$ cat config.mk
export PLATFORM = sky130hd
export DESIGN_NAME = regfile_wr_sched
export DESIGN_NICKNAME = d
export VERILOG_FILES = /design/src/rtl/regfile_wr_sched.sv
export SDC_FILE = /design/constraint.sdc
export NUM_CORES = 1
export LEC_CHECK = 0
export CAP_MARGIN = 20
export CORE_MARGIN = 2
export CORE_UTILIZATION = 34
export CTS_CLUSTER_DIAMETER = 30
export DETAILED_ROUTE_END_ITERATION = 10
export PLACE_DENSITY = 0.74
export REMOVE_ABC_BUFFERS = 1
export SLEW_MARGIN = 20
export SYNTH_ARGS = -nofsm -noshare
export SYNTH_HDL_FRONTEND = slang
export SYNTH_SLANG_ARGS = --single-unit
export TNS_END_PERCENT = 1
$ cat constraint.sdc
create_clock -name clk -period 4.6 [get_ports clk]
set_input_delay 0.92 -clock clk [delete_from_list [all_inputs] [get_ports clk]]
set_output_delay 0.92 -clock clk [all_outputs]
set_load 0.005 [all_outputs]
$ cat src/rtl/regfile_wr_sched.sv
// Write-port scheduler for the register file: zero-fills every register after reset,
// then round-robin arbitrates ALU (A) and load-return (B) writebacks. Option: REGFILE_R0_ZERO_EN.
module regfile_wr_sched #(
    parameter int DATA_W   = 64,
    parameter int ADDR_W   = 5,
    parameter int NUM_REGS = 32
) (
    input  logic              clk,
    input  logic              rst,
    input  logic              aValid,
    input  logic [ADDR_W-1:0] aAddr,
    input  logic [DATA_W-1:0] aData,
    output logic              aReady,
    input  logic              bValid,
    input  logic [ADDR_W-1:0] bAddr,
    input  logic [DATA_W-1:0] bData,
    output logic              bReady,
    output logic              write,
    output logic [ADDR_W-1:0] wrAddr,
    output logic [DATA_W-1:0] wrData,
    output logic              initDone
);

    typedef enum logic {INIT, RUN} state_t;

    localparam logic [ADDR_W-1:0] LAST_ADDR = ADDR_W'(NUM_REGS - 1);
`ifdef REGFILE_R0_ZERO_EN
    localparam bit R0_ZERO = 1'b1;
`else
    localparam bit R0_ZERO = 1'b0;
`endif

    state_t            state;
    logic [ADDR_W-1:0] initCnt;
    logic              lastGrantB;

    // Accepted writes to r0 are swallowed when r0 is hardwired to zero.
    function automatic logic isDropped(input logic [ADDR_W-1:0] addr);
        return R0_ZERO && (addr == '0);
    endfunction

    assign aReady = (state == RUN) && aValid && (!bValid || lastGrantB);
    assign bReady = (state == RUN) && bValid && (!aValid || !lastGrantB);

    always_ff @(posedge clk or posedge rst) begin
        if (rst) begin
            state      <= INIT;
            initCnt    <= '0;
            lastGrantB <= 1'b1;
            write      <= 1'b0;
            wrAddr     <= '0;
            wrData     <= '0;
            initDone   <= 1'b0;
        end else begin
            case (state)
                INIT: begin
                    write   <= 1'b1;
                    wrAddr  <= initCnt;
                    wrData  <= '0;
                    initCnt <= initCnt + ADDR_W'(1);
                    if (initCnt == LAST_ADDR) begin
                        state    <= RUN;
                        initDone <= 1'b1;
                    end
                end
                RUN: begin
                    // Address/data hold their last values on idle or dropped cycles.
                    if (aValid && aReady) begin
                        write      <= !isDropped(aAddr);
                        lastGrantB <= 1'b0;
                        if (!isDropped(aAddr)) begin
                            wrAddr <= aAddr;
                            wrData <= aData;
                        end
                    end else if (bValid && bReady) begin
                        write      <= !isDropped(bAddr);
                        lastGrantB <= 1'b1;
                        if (!isDropped(bAddr)) begin
                            wrAddr <= bAddr;
                            wrData <= bData;
                        end
                    end else begin
                        write <= 1'b0;
                    end
                end
                default: state <= INIT;
            endcase
        end
    end

endmodule

# Yosys cells after proc, flatten, opt, wreduce, memory -nomap -nowiden

Cells that the tools add are included.

Bitwise operators: 1
Add/subtract/negate cells: 1
Mux-type cells: 13
Eq/ne operators: 2
Reductions and logical operators: 14

Operator list:

| kind                                                   | count |
|---|---|
| 2-to-1 mux 64 bit                                      | 2 |
| case mux 64 bit (2 select lines)                       | 1 |
| 2-to-1 mux 5 bit                                       | 2 |
| case mux 5 bit (2 select lines)                        | 1 |
| logical AND 1 bit                                      | 6 |
| 2-to-1 mux 1 bit                                       | 6 |
| adder 5 x 1 -> 5 bit (second input constant)           | 1 |
| equality test 5 bit (second input constant)            | 1 |
| AND reduction 2 bit                                    | 2 |
| zero test 1 bit                                        | 3 |
| inequality test 3 x 1 -> 1 bit (second input constant) | 1 |
| logical OR 1 bit                                       | 2 |
| case mux 1 bit (2 select lines)                        | 1 |
| nonzero test 2 bit                                     | 1 |
| NOT 1 bit                                              | 1 |

Bits of input ports: 142
Register bits: 78
Word-level logic and storage cells: 38
Output and inout port bits: 73

# Longest topological paths before layout

Depth in word-level cells: 7
Depth in mapped cells: 6
Depth with buffers taken out: 4

# Worst setup path before layout

OpenSTA, ideal clock, no wires.

Path type: input-to-output
Start point: input port bValid
End point: output port bReady
Arrival: 1.623 ns
Setup slack: 2.057 ns
Required time: 3.680 ns
Path buffers: 2
Stages: 4
Cells stage by stage: buf_2 > buf_2 > inv_1 > a211oi_1

Longest elaborated chain between the ends: 2

RTL lines:

| element                        | line | RTL |
|---|---|---|
| from (decl)                    | 14   | `input logic bValid,` |
| logical AND 1 bit (2 in a row) | 43   | `assign bReady = (state == RUN) && bValid && (!aValid \|\| !lastGrantB);` |
| to (decl)                      | 17   | `output logic bReady,` |

Every way passes these cells.

# Worst setup path after layout

Start point: input port aValid
End point: output port aReady

Longest elaborated chain between the ends: 2

RTL lines:

| element                        | line | RTL |
|---|---|---|
| from (decl)                    | 10   | `input logic aValid,` |
| logical AND 1 bit (2 in a row) | 42   | `assign aReady = (state == RUN) && aValid && (!bValid \|\| lastGrantB);` |
| to (decl)                      | 13   | `output logic aReady,` |

Every way passes these cells.

==> run summary <==
outcome -> complete, no violations
worst path arrival time -> 2.58 ns
GRT Total Usage -> 21.4%
Simple-Gate Fraction of Synth Area -> 2.32%
Avg WL per Cell -> 21.0 microns
Post-synth top flop -> dfrtp_1
post-synthesis sequential area ratio -> 50.2%
RSZ-0062 raised after global routing -> false
critical path startpoint category -> input pin
largest family of logic cells by synthesized area -> compound AO/OA/AOI/OAI gates
Fillers -> 971
Final Hold Vio Count -> 0
most frequent cells after synthesis -> dfrtp_1 (77), a221o_1 (64), o2111a_1 (64)
Post-synth EDFFs -> 0
clock period minus worst slack -> 3.50 ns
Die Ht -> 111 microns
post-DP HPWL -> 8.60 mm
row count -> 39
mux cell area share after synthesis -> 0.579%
cell taking the most area after synthesis -> dfrtp_1
WL final -> 13.4 mm
most frequent cell after synthesis -> dfrtp_1
crit path capture type -> output pin
Detailed Routing Iterations Pass 1 -> 4
antenna viol nets, final -> 0
clk buf depth -> 2
initial drt markers -> 338
pins over their slew limit -> 0
vias in the first global route -> 3986
Starting Density -> 34.5%
vias after detailed routing -> 3759
critical path class -> input pin to output pin
Antenna Cells -> 0
CTS tree -> yes
layout cells sized above 1 -> 6.91%
clk_lat worst skew -> 0.33 ns
Clock Pin Slew Worst Setup and Hold Paths -> 0.06 ns
Slew HR -> 35.2%
H-tree Lvls -> 3
clk root buf -> clkbuf_16
largest fanout on the critical path -> 9
worst slew pin tran -> 0.972 ns
Area Growth Syn to Fin -> 64.5%
CP Data Required Time -> 3.68 ns
P_leak -> 2.56 nW
DRC Markers -> 0
hold_buf cts -> 0
total CTS buffers -> 9
initial antenna violation count -> 0
Setup TNS Final -> 0 ns
maximum operating frequency -> 286 MHz
CTS resizes -> 0
placed cell area -> 0.00606 sq mm
fin area -> 0.00640 sq mm
total I/O pin count -> 215
Compound-Gate Fraction of Synth Area -> 39.3%
die area -> 0.0123 sq mm
flops & latches, synth -> 78
Die Wd -> 111 microns
Final period util -> 76.0%
Ys Warns -> 0
average cell area after synthesis -> 12.8 sq um
grt ovf -> 0
post-synth cell types -> 26
global-route wire length before repair -> 21.3 mm
# setup viols final -> 0
RePlAce Congestion -> 0.821
fraction of registers with async set/reset -> 100%
VDD IR max -> 0.186 mV
largest net degree at the start of global routing -> 86
vias per cell -> 5.92
core area -> 0.0113 sq mm
Post-CTS Setup Inserts -> 0
synthesized instance count -> 303
Post-Synth Adder-Cell Area -> 0.644%
Synth top area share -> 49.5%
max-capacitance violation count -> 0
pwr/cell area -> 327 mW/mm^2
top post-synthesis cells by area -> dfrtp_1 (50%), o2111a_1 (19%), a221o_1 (16%)
Mapped Area -> 0.00389 sq mm
Port Buffers -> 214
clock sinks -> 78
Final Skew -> 0.00387 ns
Total Nets Final -> 631
Post-Synth XOR/XNOR Area -> 0.676%
worst hold path type -> register to register
cell families after synthesis:
logic type / Yosys count
AOI/OAI and AO/OA: 147
xor gates and xnor gates: 3
adders and majority gates: 2
buffers and inverters: 54
DFF: 78
muxes: 2
and+or+nand+nor: 17
critical path: stages:
cell and delay [ns]:
clkdlybuf4s50_1 0.70, inv_2 0.10, a211oi_4 0.23, clkdlybuf4s50_1 0.62
metal layers:
layer | GRT usage (%) | share of wire, % | up-vias
met2 | 35.1 | 50 | 178
met5 | 0 | 0 | -
met4 | 8.67 | 2.1 | 0
li1 | - | - | 1677
met3 | 4.26 | 6.7 | 24
met1 | 27.8 | 41 | 1880
final timing paths:
check,end,from,cells after the start,slack (ns)
setup reg to reg,wrData[47],state,4,1.96
hold reg to reg,initDone,initDone,1,0.47
min in group asynchronous,wrData[12],rst,2,1.02
hold / removal,initDone,initDone,1,0.47
max in group asynchronous,wrData[29],rst,3,2.63
setup / recovery,aReady,aValid,4,1.10
sequential cells by signal, summed over array words and instances (netlist names):
name	flops
state	1
wrAddr	5
initDone	1
lastGrantB	1
write	1
initCnt	5
wrData	64
through the flow:
stage	setup WS, ns	power (mW)	utilization [%]	hold slack (ns)	cells
6_report	1.10	2.09	56.8	0.471	635
5_1_grt	1.03	2.18	56.8	0.481	635
4_1_cts	1.10	2.11	56.8	0.462	635
3_5_place_dp	1.10	1.30	53.7	0.445	619
3_3_place_gp	1.12	1.29	53.7	0.442	619
2_1_floorplan	0.463	0.962	-	0.451	255
cell usage in the layout, fill, tap and decap left out:
cell type,n
clkdlybuf4s50_1,213
dfrtp_1,76
o2111a_1,64
a221o_1,64
clkbuf_16,9
nand2_1,6
nand3_1,6
o2111ai_1,6
buf_4,6
a2bb2oi_1,4
o211ai_1,4
xnor2_1,3
inv_2,3
bufinv_16,3
mux2_2,2
inv_1,2
or2_2,2
clkinv_2,2
a21o_1,2
ha_1,2
clkbuf_1,2
nor2b_1,1
nor3b_4,1
a21oi_1,1
a211oi_4,1
a211oi_1,1
and3_1,1
clkbuf_8,1
buf_2,1
dfstp_2,1
buf_12,1
dfrtp_2,1
where the power goes:
part | switching (mW) | internal, mW | total, mW
combinational | 0.173 | 0.310 | 0.484
sequential | 0.0449 | 0.758 | 0.803
clock | 0.260 | 0.544 | 0.805
total | 0.479 | 1.61 | 2.09
cell type report:
type,count,area [sq um],area share [%]
Sequential cell,78,1950,30.5
Timing Repair Buffer,221,2200,34.4
Tap cell,143,179,2.80
Multi-Input combinational cell,171,1700,26.5
Inverter,6,23.8,0.372
Clock inverter,4,95.1,1.49
Clock buffer,12,246,3.85
No activity file was read; power rests on OpenSTA's default activity.
